[config.mk]
export PLATFORM = sky130hd
export DESIGN_NAME = fetch_unit
export DESIGN_NICKNAME = d
export VERILOG_FILES = /design/src/rtl/fetch_unit.sv
export SDC_FILE = /design/constraint.sdc
export NUM_CORES = 1
export LEC_CHECK = 0
export CAP_MARGIN = 10
export CORE_MARGIN = 2
export CORE_UTILIZATION = 53
export DETAILED_ROUTE_END_ITERATION = 7
export HOLD_SLACK_MARGIN = 0.08
export MAX_ROUTING_LAYER = met4
export PLACE_DENSITY = 0.84
export SETUP_SLACK_MARGIN = 0.2
export SYNTH_ARGS = -nofsm -noshare
export SYNTH_HDL_FRONTEND = slang
export SYNTH_SLANG_ARGS = --single-unit
[constraint.sdc]
create_clock -name clk -period 10 [get_ports clk]
set_input_delay 1.5 -clock clk [delete_from_list [all_inputs] [get_ports clk]]
set_output_delay 1.5 -clock clk [all_outputs]
set_load 0.005 [all_outputs]
[src/rtl/fetch_unit.sv]
// Halfword instruction fetch: 2-entry prefetch FIFO feeding registered decode outputs, with branch flush.
// Latency: acked data reaches o_ir_id on the same edge when the FIFO is empty; stall holds decode and fills the FIFO.
module fetch_unit #(
  parameter logic [31:0] RESET_PC = 32'h0000_0000,
  parameter logic [15:0] NOP_INSN = 16'hBF00
) (
  input  logic        clk,
  input  logic        rst,
  input  logic        i_stall,
  input  logic        i_branch_met,
  input  logic [31:0] i_branch_addr,
  output logic        o_imem_req,
  output logic [31:0] o_imem_addr,
  input  logic        i_imem_ack,
  input  logic [15:0] i_imem_rdata,
  output logic [15:0] o_ir_id,
  output logic [31:0] o_pc_id,
  output logic        o_valid_id
);

  typedef enum logic {RUN, FLUSH} state_t;

  typedef struct packed {
    logic [15:0] ir;
    logic [31:0] pc;
  } entry_t;

  state_t      state;
  logic [31:0] pc;
  logic [31:0] tgt;
  logic        req;
  entry_t      fifo [2];
  logic        rd_ptr;
  logic        wr_ptr;
  logic [1:0]  count;

  logic        ack;
  logic [31:0] br_pc;
  logic        pop_fifo;
  logic        bypass;
  logic        write_fifo;
  logic [1:0]  count_nxt;

  assign o_imem_req  = req;
  assign o_imem_addr = pc & 32'hFFFF_FFFE;

  assign ack        = req & i_imem_ack;
  assign br_pc      = i_branch_addr & 32'hFFFF_FFFE;
  assign pop_fifo   = ~i_stall & (count != 2'd0);
  assign bypass     = ~i_stall & (count == 2'd0) & ack;
  assign write_fifo = ack & ~bypass;
  assign count_nxt  = count + {1'b0, write_fifo} - {1'b0, pop_fifo};

  always_ff @(posedge clk) begin
    if (state == RUN && !i_branch_met && write_fifo)
      fifo[wr_ptr] <= '{ir: i_imem_rdata, pc: o_imem_addr};
  end

  always_ff @(posedge clk or negedge rst) begin
    if (!rst) begin
      state      <= RUN;
      pc         <= RESET_PC;
      tgt        <= RESET_PC;
      req        <= 1'b0;
      rd_ptr     <= 1'b0;
      wr_ptr     <= 1'b0;
      count      <= 2'd0;
      o_ir_id    <= NOP_INSN;
      o_pc_id    <= RESET_PC;
      o_valid_id <= 1'b0;
    end else if (i_branch_met) begin
      rd_ptr     <= 1'b0;
      wr_ptr     <= 1'b0;
      count      <= 2'd0;
      o_ir_id    <= NOP_INSN;
      o_valid_id <= 1'b0;
      // An unacked request must stay on the bus, so park the target until it drains.
      if (req && !ack) begin
        state <= FLUSH;
        tgt   <= br_pc;
      end else begin
        state <= RUN;
        pc    <= br_pc;
        req   <= 1'b1;
      end
    end else if (state == FLUSH) begin
      if (!i_stall) begin
        o_ir_id    <= NOP_INSN;
        o_valid_id <= 1'b0;
      end
      if (ack) begin
        state <= RUN;
        pc    <= tgt;
        req   <= 1'b1;
      end
    end else begin
      if (!i_stall) begin
        if (count != 2'd0) begin
          o_ir_id    <= fifo[rd_ptr].ir;
          o_pc_id    <= fifo[rd_ptr].pc;
          o_valid_id <= 1'b1;
        end else if (ack) begin
          o_ir_id    <= i_imem_rdata;
          o_pc_id    <= o_imem_addr;
          o_valid_id <= 1'b1;
        end else begin
          o_ir_id    <= NOP_INSN;
          o_valid_id <= 1'b0;
        end
      end
      if (pop_fifo)   rd_ptr <= ~rd_ptr;
      if (write_fifo) wr_ptr <= ~wr_ptr;
      count <= count_nxt;
      if (ack) pc <= pc + 32'd2;
      // A new request is only issued if its data is guaranteed a FIFO slot.
      req <= (req & ~ack) | (count_nxt < 2'd2);
    end
  end

endmodule

==> results of run 1 <==
-- worst paths after layout --
kind | slack, ps | depth (start not counted) | startpoint | endpoint
worst max register to register | 6780 | 3 | state | fifo[1][27]
worst min register to register | 480 | 2 | o_pc_id[1] | o_pc_id[1]
worst min-delay path | 480 | 2 | o_pc_id[1] | o_pc_id[1]
worst max-delay path | 5840 | 5 | i_branch_met | fifo[1][27]
min in group asynchronous | 1030 | 1 | rst | o_pc_id[5]
max in group asynchronous | 7590 | 2 | rst | rd_ptr
-- power groups by stage --
stage / clock network, mW / logic, mW / registers [mW]
CTS: 0.855 / 0.986 / 1.43
finish: 0.845 / 0.981 / 1.44
floorplan: 0 / 0.570 / 1.35
global route: 0.889 / 1.08 / 1.47
global placement: 0 / 0.946 / 1.43
detailed placement: 0 / 0.976 / 1.45
-- flip-flops by register name, summed over array words and instances (netlist names) --
name / count
state: 1
o_pc_id: 31
tgt: 31
wr_ptr: 1
o_imem_req: 1
count: 2
o_ir_id: 16
fifo: 94
rd_ptr: 1
o_valid_id: 1
pc: 31
-- kinds of logic after synthesis --
logic type               count (synthesis)  synth area share
AO/OA/AOI/OAI                          212             0.138
XOR/XNOR                                 4           0.00380
adder cells (fa/ha/maj)                  3           0.00407
buffers and inverters                   69            0.0293
flip-flops                             210             0.621
multiplexers                            81            0.0921
other                                    1          0.000406
AND/OR/NAND/NOR                        219             0.111
-- layout by cell type (no fill, tap or decap), drive strengths merged, types with 13 or more instances in the layout --
cell type	instances
clkdlybuf4s50	130
dfrtp	109
edfxtp	94
nand2	84
o21ai	78
nor2	72
a21oi	68
mux2i	50
mux2	31
clkbuf	27
inv	14
buf	13
-- layout make-up --
type,instances,area (sq um)
inverter,12,45.0
clock buffer,27,611
fill,1284,5710
clock inverter,15,151
tap,225,282
multi-input combinational,521,3250
timing repair buffer,143,1400
sequential,210,5740
-- through the flow --
step	hold slack, ps	total power, mW	area (sq um)
after floorplan	471	1.92	9230
final	477	3.27	11500
after global placement	460	2.38	10700
after global routing	506	3.44	11500
after detailed placement	470	2.42	10700
after CTS	483	3.28	11500
-- metal layers --
layer,track usage,part of all wire,vias up
met5,-,0,-
met2,0.390,0.48,277
met1,0.323,0.43,3253
li1,-,-,3173
met4,0.0723,0.021,0
met3,0.0362,0.069,37
-- worst max-delay path: stages --
cell and delay [ps]:
clkdlybuf4s50_1 390, buf_4 280, or2_2 640, nor3_2 870
buf_4 560
==> impl_metrics.tcl, run 1 <==
set metrics [dict create \
    status "finished, final reports clean" \
    ir_worst_vdd_mv 0.161 \
    p_per_area_nw_per_um2 285 \
    wire_per_inst_microns 18.7 \
    die_y_microns 136 \
    slew_headroom 0.244 \
    nets 967 \
    cts_tree "yes" \
    core_sq_um 17200 \
    yosysTopAreaCell "edfxtp_1" \
    clkTransAtPathRegs_ps 60 \
    io_pins 135 \
    synth_top_area_share 0.306 \
    rsz0062_at_grt "false" \
    hold_path_class "reg2reg" \
    cts-buffers-inserted 23 \
    report.final.slew_viol_count 0 \
    crit_required_ps 10140 \
    syn_avg_cell_area_sq_um 11.5 \
    finalCritPeriodShare 0.416 \
    crit_fanout 42 \
    h-tree-depth 1 \
    start_util 0.537 \
    p_comb_frac 0.300 \
    ant_nets 0 \
    synth_seq_cells 210 \
    max_cap_violations 0 \
    clkPwrFrac 0.259 \
    dp.cells 1111 \
    fp.dieW_microns 136 \
    antennaDiodeCount 0 \
    finalHoldViolCount 0 \
    layoutNonFillerInstCount 1153 \
    syn_to_final_growth_pct 24.3 \
    fin_ws_ps 5840 \
    post-place-ws_ps 5300 \
    synthesis.instances 799 \
    worstMarginPinSlew_ps 1130 \
    gp_congestion 0.853 \
    fp.dieArea_sq_um 18500 \
    worstSetupEndpointType "flop" \
    grt_pass1_vias 6621 \
    vias 6740 \
    synth-main-ff-cell "dfrtp_1" \
    grtUsageTotal 0.242 \
    period_minus_slack_ps 4160 \
    intPower_mw 2.18 \
    post_cts_buffers 0 \
    drtPass1Iterations 5 \
    power.switching_mw 1.09 \
    pwr-share-seq 0.441 \
    tns_ps 0 \
    ys_seq_area_frac 0.621 \
    cts_buffer_depth 3 \
    worstSetupPathType "in2reg" \
    setup_viol 0 \
    synth_edf_count 94 \
    drcViolationCount 0 \
    insertion_delay_ps 510 \
    synth_area_sq_um 9230 \
    holdBufCountCts 0 \
    cts.repair.resized 0 \
    drt_iter0_markers 595 \
    vias_per_cell 5.85 \
    skew_ps 14.3 \
    switching_share 0.334 \
    grt_first_pass_wirelength_microns 34300 \
    cts_root_buffer "clkbuf_16" \
    grt_remaining_overflow 0 \
    fin_util 0.668 \
    routed_wl_microns 21600 \
    fmax_mhz 241 \
    synth_common_cells "dfrtp_1 (109), edfxtp_1 (94), nand2_1 (83)" \
    p_leak_nw 4.27 \
    port_buffers 131 \
    antenna_found_initial 0 \
    synthArstFlopShare 0.552 \
    yosys-top-cells-area "edfxtp_1 (31%), dfrtp_1 (30%), mux2i_1 (5.4%)" \
    grt_max_degree 71 \
    clock_sinks 210 \
    hpwl_microns 13700 \
    synth.most_common_cell "dfrtp_1" \
    yosysWarningCount 0 \
    crit_arrival_ps 4290 \
    ys_types 55 \
    drive_gt1_frac 0.105 \
    cp-start-kind "input pin" \
    rows 48 \
]
No activity file was read; power rests on OpenSTA's default activity.
==> run 2: changes to the inputs <==
CORE_UTILIZATION = 49   (was 53)
PLACE_DENSITY = 0.82   (was 0.84)
clock period = 3.4 ns   (was 10 ns; I/O delays follow)
==> run 2 against run 1 <==
Combinational power increased to 3.0 times the previous value. First-iteration DRC count fell by 3.4%. Clock-buffer cell count is the same. Critical endpoint is now o_imem_req. Wire length down 0.12%. Global-route usage down 2.2 points. Largest power group unchanged. Critical path type is now reg2reg. Non-clock buffer count rose by 6. Sequential power rose to 3.0 times the previous value. Flip-flop and latch count unchanged. Register-to-register slack worse by 6000 ps. Sequential share of layout area shrank 0.36 points. Worst hold slack worse by 370 ps. Highest routed layer unchanged.
==> impl_metrics.tcl, run 2 (synthesis results as in run 1) <==
set metrics [dict create \
    stdcell_area_sq_um 11600 \
    setup_viol 0 \
    rows 50 \
    layout_common_cells "clkdlybuf4s50_1 (130), dfrtp_1 (108), edfxtp_1 (94)" \
    drt_iter0_markers 575 \
    h-tree-depth 1 \
    holdBufCountCts 0 \
    die_y_microns 141 \
    worstMarginPinSlew_ps 1130 \
    cp-start-kind "flop" \
    r2r-start "count[1]" \
    clkTransAtPathRegs_ps 60 \
    hpwl_microns 14100 \
    top_register "fifo" \
    power.switching_mw 3.20 \
    seq_area_sq_um 5740 \
    dp.cells 1126 \
    clkPwrFrac 0.253 \
    drive_gt1_frac 0.111 \
    pwr-share-seq 0.443 \
    grt_max_degree 71 \
    crit_required_ps 3820 \
    routed_wl_microns 21500 \
    cts-buffers-inserted 22 \
    cp-endpoint "o_imem_req" \
    grt_pass1_vias 6482 \
    critPathSlowestCell "o21bai_1" \
    ir_worst_vdd_mv 0.411 \
    skew_ps 9.80 \
    intPower_mw 6.39 \
    finalCritPeriodShare 0.778 \
    port_buffers 131 \
    cts_root_buffer "clkbuf_16" \
    hold_path_class "in2async" \
    gp_congestion 0.886 \
    grt_remaining_overflow 0 \
    crit_path_start "count[1]" \
    report.final.slew_viol_count 0 \
    p_per_area_nw_per_um2 830 \
    wire_per_inst_microns 18.5 \
    layoutNonFillerInstCount 1166 \
    route.met2.wl_microns 10500 \
    drtPass1Iterations 6 \
    drcViolationCount 0 \
    antenna_found_initial 0 \
    final_common_cell "clkdlybuf4s50_1" \
    fin_util 0.622 \
    cts.repair.resized 0 \
    fp.dieW_microns 141 \
    finalHoldViolCount 0 \
    start_util 0.497 \
    clock_sinks 210 \
    nets 972 \
    cts_buffer_depth 3 \
    vias_per_cell 5.78 \
    max_cap_violations 0 \
    vias 6742 \
    maxUsedRoutingLayer "met4" \
    cts_tree "yes" \
    wl_met1_microns 9340 \
    fmax_mhz 378 \
    path_cells "or2_2, o21bai_1, ha_1, inv_1, ha_1, xor2_1, xnor2_1, nor2_1, o21bai_1" \
    insertion_delay_ps 490 \
    placed_area_sq_um 10800 \
    worstSetupEndpointType "flop" \
    period_minus_slack_ps 2650 \
    core_sq_um 18600 \
    largest_reg_flops 94 \
    post_cts_buffers 0 \
    syn_to_final_growth_pct 25.2 \
    fillers 1412 \
    wl_met3_microns 1230 \
    multi_input_area_sq_um 3260 \
    status "finished, final reports clean" \
    rsz0062_at_grt "false" \
    p_comb_frac 0.304 \
    reg2regPathDepth 9 \
    crit_arrival_ps 3070 \
    grt_first_pass_wirelength_microns 34100 \
    rr_endpoint "o_imem_req" \
    switching_share 0.334 \
    crit_fanout 16 \
    cpPeakStageDelay_ps 520 \
    worstSetupPathType "reg2reg" \
    io_pins 135 \
    grtUsageTotal 0.221 \
    ff2ff_setup_slack_ps 750 \
    slew_headroom 0.245 \
    p_leak_nw 4.31 \
    fp.dieArea_sq_um 19900 \
    ant_nets 0 \
    antennaDiodeCount 0 \
]
==> run 2: through the flow <==
| step | hold WS (ps) | setup WS [ps] | TNS [ps] | power, mW |
|---|---|---|---|---|
| 2_1_floorplan | 214 | -37.9 | -3570 | 5.65 |
| 3_3_place_gp | 460 | 456 | 0 | 7.06 |
| 5_1_grt | 159 | 510 | 0 | 10.1 |
| 3_5_place_dp | 469 | 334 | 0 | 7.18 |
| 4_1_cts | 130 | 747 | 0 | 9.64 |
| 6_report | 103 | 755 | 0 | 9.59 |
==> run 2: how the worst min path moves through the flow <==
stage	start	end	slack, ps	cells after the start
after floorplan	rst	count[0]	210	0
after global placement	o_ir_id[14]	o_ir_id[14]	460	2
after detailed placement	o_pc_id[23]	o_pc_id[23]	470	2
after CTS	rst	o_pc_id[29]	130	1
after global routing	rst	o_pc_id[20]	160	1
final	rst	o_pc_id[20]	100	1
==> run 2: cell type report <==
cell class / count / share of cell area
clock buffer: 27 / 0.0520
clock inverter: 13 / 0.0120
inverter: 12 / 0.00390
multi-input combinational: 521 / 0.282
sequential: 210 / 0.496
tap: 234 / 0.0253
timing repair buffer: 149 / 0.128
==> run 2: critical path: cells and delay by family, from the launching register on <==
kind | cells | cell delay [ps]
AO/OA/AOI/OAI | 2 | 660
XOR/XNOR | 2 | 390
buffers and inverters | 1 | 50
AND/OR/NAND/NOR | 2 | 540
adder cells (fa/ha/maj) | 2 | 480
flip-flops | 1 | 440
==> run 2: power groups by stage <==
stage                     clock network [mW]  registers, mW  logic, mW
final                                   2.43           4.25       2.92
after global routing                    2.56           4.34       3.24
after CTS                               2.47           4.23       2.94
after detailed placement                   0           4.28       2.90
after global placement                     0           4.24       2.82
after floorplan                            0           3.97       1.68
==> run 2: per-layer routing <==
| layer | global-route usage | up-vias |
|---|---|---|
| li1 | - | 3176 |
| met1 | 0.293 | 3303 |
| met2 | 0.358 | 221 |
| met3 | 0.0319 | 42 |
| met4 | 0.0653 | 0 |
| met5 | - | - |
